File: src/rtl/serial_deserializer.sv
// serial_deserializer: receive side of the serial link.
// Rebuilds WIDTH-bit words (start bit, MSB-first data, even parity) from a
// qualified bit stream, checks framing/parity, and pushes good words into
// the receive FIFO, holding the word while the FIFO reports full.
module serial_deserializer #(
   parameter int WIDTH = 8
) (
   input  logic             s_clk,
   input  logic             rst,
   input  logic             sin,
   input  logic             sin_valid,
   input  logic             fifo_full,
   output logic [WIDTH-1:0] data_out,
   output logic             push,
   output logic             parity_err,
   output logic             frame_err,
   output logic             overrun_err,
   output logic [1:0]       state
);

   localparam int CW = $clog2(WIDTH);
   // Drop counter must reach WIDTH (data bits plus parity after the start bit)
   localparam int DW = $clog2(WIDTH + 1);

   typedef enum logic [1:0] {
      S_IDLE   = 2'b00,
      S_SHIFT  = 2'b01,
      S_PARITY = 2'b10,
      S_HOLD   = 2'b11
   } state_e;

   state_e           state_q, state_d;
   logic [CW-1:0]    cnt_q, cnt_d;
   logic [WIDTH-1:0] shift_q, shift_d;
   logic [WIDTH-1:0] data_q, data_d;
   logic             push_q, push_d;
   logic             perr_q, perr_d;
   logic             ferr_q, ferr_d;
   logic             oerr_q, oerr_d;
   // Overrun seen on the same edge as a HOLD release: the push goes out
   // first and the overrun pulse follows one cycle later, so no two
   // strobes ever share a cycle.
   logic             ovr_pend_q, ovr_pend_d;
   // Remainder of an overrun frame is swallowed so its data bits are not
   // mistaken for start bits once the block is back in IDLE/HOLD.
   logic             drop_q, drop_d;
   logic [DW-1:0]    dcnt_q, dcnt_d;

   logic start;
   logic last_bit;
   logic par_ok;

   assign start    = sin_valid & sin & ~drop_q;
   assign last_bit = (cnt_q == CW'(WIDTH - 1));
   assign par_ok   = (sin == ^shift_q);

   // State register
   always_ff @(posedge s_clk or posedge rst) begin
      if (rst) state_q <= S_IDLE;
      else     state_q <= state_d;
   end

   // Next-state decode
   always_comb begin
      state_d = state_q;
      case (state_q)
         S_IDLE:   if (start) state_d = S_SHIFT;
         S_SHIFT: begin
            if (!sin_valid)    state_d = S_IDLE;
            else if (last_bit) state_d = S_PARITY;
         end
         S_PARITY: begin
            if (sin_valid && par_ok && fifo_full) state_d = S_HOLD;
            else                                  state_d = S_IDLE;
         end
         S_HOLD:   if (!fifo_full) state_d = S_IDLE;
         default:  state_d = S_IDLE;
      endcase
   end

   // Datapath and strobe next-values per state
   always_comb begin
      cnt_d      = cnt_q;
      shift_d    = shift_q;
      data_d     = data_q;
      push_d     = 1'b0;
      perr_d     = 1'b0;
      ferr_d     = 1'b0;
      oerr_d     = ovr_pend_q;
      ovr_pend_d = 1'b0;
      drop_d     = drop_q;
      dcnt_d     = dcnt_q;

      if (state_q == S_HOLD && start) begin
         drop_d = 1'b1;
         dcnt_d = '0;
      end else if (drop_q) begin
         if (!sin_valid)                drop_d = 1'b0;
         else if (dcnt_q == DW'(WIDTH)) drop_d = 1'b0;
         else                           dcnt_d = dcnt_q + DW'(1);
      end

      case (state_q)
         S_IDLE: if (start) cnt_d = '0;
         S_SHIFT: begin
            if (sin_valid) begin
               shift_d = {shift_q[WIDTH-2:0], sin};
               cnt_d   = cnt_q + CW'(1);
            end else begin
               ferr_d = 1'b1;
            end
         end
         S_PARITY: begin
            if (!sin_valid)   ferr_d = 1'b1;
            else if (!par_ok) perr_d = 1'b1;
            else begin
               data_d = shift_q;
               push_d = ~fifo_full;
            end
         end
         S_HOLD: begin
            if (!fifo_full) begin
               push_d     = 1'b1;
               ovr_pend_d = start;
            end else if (start) begin
               oerr_d = 1'b1;
            end
         end
         default: ;
      endcase
   end

   // Datapath and output registers
   always_ff @(posedge s_clk or posedge rst) begin
      if (rst) begin
         cnt_q      <= '0;
         shift_q    <= '0;
         data_q     <= '0;
         push_q     <= 1'b0;
         perr_q     <= 1'b0;
         ferr_q     <= 1'b0;
         oerr_q     <= 1'b0;
         ovr_pend_q <= 1'b0;
         drop_q     <= 1'b0;
         dcnt_q     <= '0;
      end else begin
         cnt_q      <= cnt_d;
         shift_q    <= shift_d;
         data_q     <= data_d;
         push_q     <= push_d;
         perr_q     <= perr_d;
         ferr_q     <= ferr_d;
         oerr_q     <= oerr_d;
         ovr_pend_q <= ovr_pend_d;
         drop_q     <= drop_d;
         dcnt_q     <= dcnt_d;
      end
   end

   assign data_out    = data_q;
   assign push        = push_q;
   assign parity_err  = perr_q;
   assign frame_err   = ferr_q;
   assign overrun_err = oerr_q;
   assign state       = state_q;

endmodule
File: config.mk
export PLATFORM = sky130hd
export DESIGN_NAME = serial_deserializer
export DESIGN_NICKNAME = d
export VERILOG_FILES = /design/src/rtl/serial_deserializer.sv
export SDC_FILE = /design/constraint.sdc
export NUM_CORES = 1
export LEC_CHECK = 0
export ABC_AREA = 0
export ABC_CLOCK_PERIOD_IN_PS = 2100
export CORE_MARGIN = 2
export CORE_UTILIZATION = 57
export CTS_BUF_LIST = sky130_fd_sc_hd__clkbuf_4 sky130_fd_sc_hd__clkbuf_8
export DETAILED_ROUTE_END_ITERATION = 8
export PLACE_DENSITY = 0.86
export SLEW_MARGIN = 30
export SYNTH_ARGS = -nofsm -noshare
export SYNTH_HDL_FRONTEND = slang
export SYNTH_SLANG_ARGS = --single-unit
File: constraint.sdc
create_clock -name s_clk -period 2.1 [get_ports s_clk]
set_input_delay 0.315 -clock s_clk [delete_from_list [all_inputs] [get_ports s_clk]]
set_output_delay 0.315 -clock s_clk [all_outputs]
set_load 0.1 [all_outputs]
; Yosys cells after proc, flatten, opt, wreduce, memory -nomap -nowiden
; Cells that the tools add are included.
[classes]
n_addsub = 2
n_eq_ne = 11
mux = 31
bitwise = 4
n_reduce_logical = 14
[ops]
columns = cell, count
row1 = 1-bit 2-to-1 mux, 17
row2 = 4-bit 2-to-1 mux, 4
row3 = 3-bit AND reduction, 4
row4 = 2-bit 2-to-1 mux, 5
row5 = 2-bit != test (second input constant), 4
row6 = 2-bit case mux with 4 select lines, 1
row7 = 8-bit XOR reduction, 1
row8 = 3-bit 2-to-1 mux, 2
row9 = 3-bit case mux with 2 select lines, 1
row10 = 2-bit nonzero test, 3
row11 = 4-bit by 1-bit adder with 4-bit output (second input constant), 1
row12 = 2-bit == test (second input constant), 2
row13 = 4-bit == test (second input constant), 1
row14 = 3-bit by 1-bit adder with 3-bit output (second input constant), 1
row15 = 3-bit == test (second input constant), 1
row16 = 1-bit logical AND, 3
row17 = 3-bit != test (second input constant), 1
row18 = 1-bit bitwise AND, 2
row19 = 2-bit by 1-bit == test with 1-bit output (second input constant), 1
row20 = 2-bit zero test, 1
row21 = 1-bit NOT, 2
row22 = 1-bit case mux with 2 select lines, 1
row23 = 2-bit AND reduction, 1
row24 = 2-bit OR reduction, 1
row25 = 1-bit == test, 1
[word_totals]
register_bits = 31
input_bits = 5
out_inout_bits = 14
word_cells = 73

; Logic depth before layout (Yosys ltp)
[depth]
word_depth = 6
depth_mapped = 7
ltp_nobuf = 6

; Least setup slack after synthesis
; No wires, ideal clock.
[synth_path]
path_type = register to register
start = register state_q[1], in the netlist state[1]
end = register state_q[0], in the netlist state[0]
setup_ns = 0.133
t_arrival_ns = 2.353
required_ns = 1.967
path_slack_ns = -0.385
path_stages_with_launch = 7
path_buffers = 0
period_less_slack_ns = 2.485
cell_sequence = dfrtp_1 inv_1 ha_1 and3b_1 a221oi_1 mux2i_1 o21ai_0
[synth_between]
elab_chain_len = 3
elab_cells_between_ends = 9
cone_classes = 6 x eq/ne / 1 x mux / 2 x reduce/logical
[synth_lines]
columns = item, line_no
row1 = from (decl), 32  ; state_e state_q, state_d;
row2 = from (signal assigned), 60  ; else state_q <= state_d;
row3 = "2-bit by 1-bit == test with 1-bit output, or another cell as far along", 66  ; case (state_q)
row4 = 3-bit != test (no source line) or 2-bit != test (tied branches), n/a
row5 = 3-bit AND reduction (no source line), n/a
; Parallel ways exist; a longest one is shown, timed or not.
; A chain may end at the register's enable or synchronous reset.

; Worst setup path after layout
[layout_path]
start = input sin
end = register data_q[7], in the netlist data_out[7]
[layout_between]
elab_chain_len = 2
[layout_lines]
columns = item, line_no
row1 = from (decl), 10  ; input logic sin,
row2 = 1-bit == test, 55  ; assign par_ok = (sin == ^shift_q);
row3 = 3-bit AND reduction (no source line), n/a
row4 = to (signal assigned), 149  ; data_q <= data_d;
row5 = to (decl), 35  ; logic [WIDTH-1:0] data_q, data_d;
; Every way passes these cells.

==> flow_metrics.tcl <==
set metrics [dict create \
    worstPathArrival_ns 2.18 \
    cts_root_buffer "clkbuf_4" \
    die_h_um 55.77 \
    reg2reg_depth 5 \
    setup_slack_ns 0.1368 \
    synth-seq-cells 31 \
    io_buffers 18 \
    grt_use_met1 0.2949 \
    post-place-ws_ns -0.2872 \
    gr-usage-met3 0.05349 \
    use_met2 0.3044 \
    rsz0062_at_grt "no" \
    status "complete, no violations" \
    cp_max_fo 4 \
    setup_viol 0 \
    min_path_type "input port to async pin" \
    r2r_slack_ns 0.16 \
    clock.fmax_mhz 509.4 \
    max-clock-path-buffers 2 \
    rows 18 \
    viasPerCell 5.411 \
    final_common_cell "dfrtp_1" \
    ys_warn_count 0 \
    drc_errors 0 \
    dpl_cell_area_um2 1780 \
    htree_num_levels 2 \
    dr.pass1.iters 4 \
    hold_viol 0 \
    grt_max_degree 32 \
    grt_remaining_overflow 0 \
    crit_slowest_cell "clkdlybuf4s50_1" \
    fin_area_um2 1878 \
    die-area_um2 3110 \
    wl_per_cell_um 15.41 \
    wl_mm 2.850 \
    maxCapViolCount 0 \
    n_fill_cell 146 \
    r2r_start "shift_q[2]" \
    cts_tree "built" \
    drt_iter0_drc 24 \
    dieWidth_um 55.77 \
    ioPinCount 19 \
    syn_avg_cell_area_um2 12.63 \
    ys_seq_area_frac 0.5078 \
    antenna_found_initial 0 \
    utilization 0.7513 \
    floorplan.initialDensity 0.6111 \
    endpoint_kind "flop" \
    tightest_slew_ns 0.3835 \
    final_cell_mix "dfrtp_1, buf_4, mux2_2, nor2_1, ha_1" \
    path_class "input port to flop" \
    fp.coreArea_um2 2500 \
    cts_buffers 5 \
    required_ns 2.32 \
    worstPathCellList "clkdlybuf4s50_1, xor2_1, xnor3_1, mux2i_2, buf_4, mux2_4" \
    fin_crit_sh 0.9349 \
    synth_nets 135 \
    multiInputGateArea_um2 710.7 \
    cp-endpoint "data_out[7]" \
    clock-sinks 31 \
    gp_congestion 0.7952 \
    postCtsHoldBufs 0 \
    r2r_end "data_out[7]" \
    clkTransAtPathRegs_ns 0.11 \
    vias 1001 \
    synthCells 121 \
    cp-startpoint "sin" \
    final.setup.tns_ns 0 \
    max_slew_margin 0.7443 \
    max_stage_delay_ns 0.49 \
    clock_latency_ns 0.33 \
    final_antenna_net_count 0 \
    grtUsageTotal 0.2092 \
    synth.distinct_cells 30 \
    worst_setup_path_start_kind "input port" \
    antenna_cells 0 \
    area_growth_pct 22.93 \
    regArea_um2 780.7 \
    period_needed_ns 1.963 \
    grt-busiest-layer "met2" \
    skew_ns 0.01349 \
    dp_hpwl_mm 2.020 \
    nNetsFinal 168 \
    grt_pass1_wl_mm 5.023 \
    grt_pass1_vias 1087 \
    drive_above_1_share 0.3355 \
    netlist_area_um2 1528 \
    maxSlewViolCount 0 \
]
-- timing repair --
| item | CTS | global route |
|---|---|---|
| resized for setup | 0 | 1 |
| buffers inserted | 0 | 1 |
| endpoints found under the setup margin | 0 | 8 |
-- metrics by stage --
stage	std cells	hold slack, ns
5_1_grt	185	0.3856
4_1_cts	184	0.3731
2_1_floorplan	121	0.3781
3_5_place_dp	176	0.4186
6_report	185	0.3509
3_3_place_gp	176	0.4070
-- worst min path at each step --
stage               startpoint     endpoint  cells past startpoint
floorplan            fifo_full         push                      1
global placement    ovr_pend_q  overrun_err                      1
detailed placement  ovr_pend_q  overrun_err                      1
CTS                        rst    dcnt_q[3]                      3
global route               rst    dcnt_q[3]                      3
finish                     rst    dcnt_q[2]                      3
-- metal layers --
| layer | vias to the layer above | part of all wire |
|---|---|---|
| met5 | - | 0 |
| met4 | 0 | 0.0084 |
| met3 | 2 | 0.048 |
| met2 | 30 | 0.46 |
| met1 | 485 | 0.48 |
| li1 | 484 | - |
-- critical path, delay by kind of cell --
family                    cells  cell delay [ns]
buffers and inverters         2             0.69
xor gates and xnor gates      2             0.61
muxes                         2             0.56
-- cell families (layout without fill, tap and decap cells) --
kind of cell             after synthesis  in the layout  synth area share
AO/OA/AOI/OAI                         16             16           0.07290
multiplexers                          20             20            0.1613
AND/OR/NAND/NOR                       26             26           0.08517
buffers and inverters                 10             44           0.02948
XOR/XNOR                               9              9           0.06961
flip-flops                            31             31            0.5078
adder cells (fa/ha/maj)                9              9           0.07371
-- layout make-up --
class | instances | share of cell area
inverters | 8 | 0.01599
clock inverters | 2 | 0.01865
repair buffers | 28 | 0.1239
well taps | 30 | 0.01999
multi-input cells | 80 | 0.3784
clock buffers | 6 | 0.02732
flip-flops and latches | 31 | 0.4157
-- cell usage after synthesis, drive strengths merged --
cell,count,share of area
o21bai,1,0.0049
a22o,3,0.017
dfrtp,31,0.51
xor2,3,0.017
and2,2,0.0082
nand4,1,0.0041
and3b,1,0.0057
a21oi,1,0.0033
o211ai,1,0.0049
nand3b,2,0.0098
xnor3,2,0.029
a21o,1,0.0049
or2,1,0.0041
mux2i,4,0.026
clkbuf,1,0.0025
nor2,9,0.022
mux2,16,0.14
xnor2,4,0.023
inv,8,0.020
o22ai,2,0.0082
o2111ai,1,0.0057
nor2b,2,0.0082
a21boi,1,0.0049
ha,9,0.074
nand2b,2,0.0082
nand2,6,0.015
o21ai,4,0.013
a221oi,1,0.0057
buf,1,0.0074
-- flip-flops by register name, summed over array words and instances (netlist names) --
name,cells
overrun_err,1
dcnt_q,4
state,2
data_out,8
parity_err,1
cnt_q,3
drop_q,1
ovr_pend_q,1
shift_q,8
push,1
frame_err,1
Power is left out: the tool's default activity adds up to more than one toggle a clock period on the data nets, which glitch-free logic cannot reach.
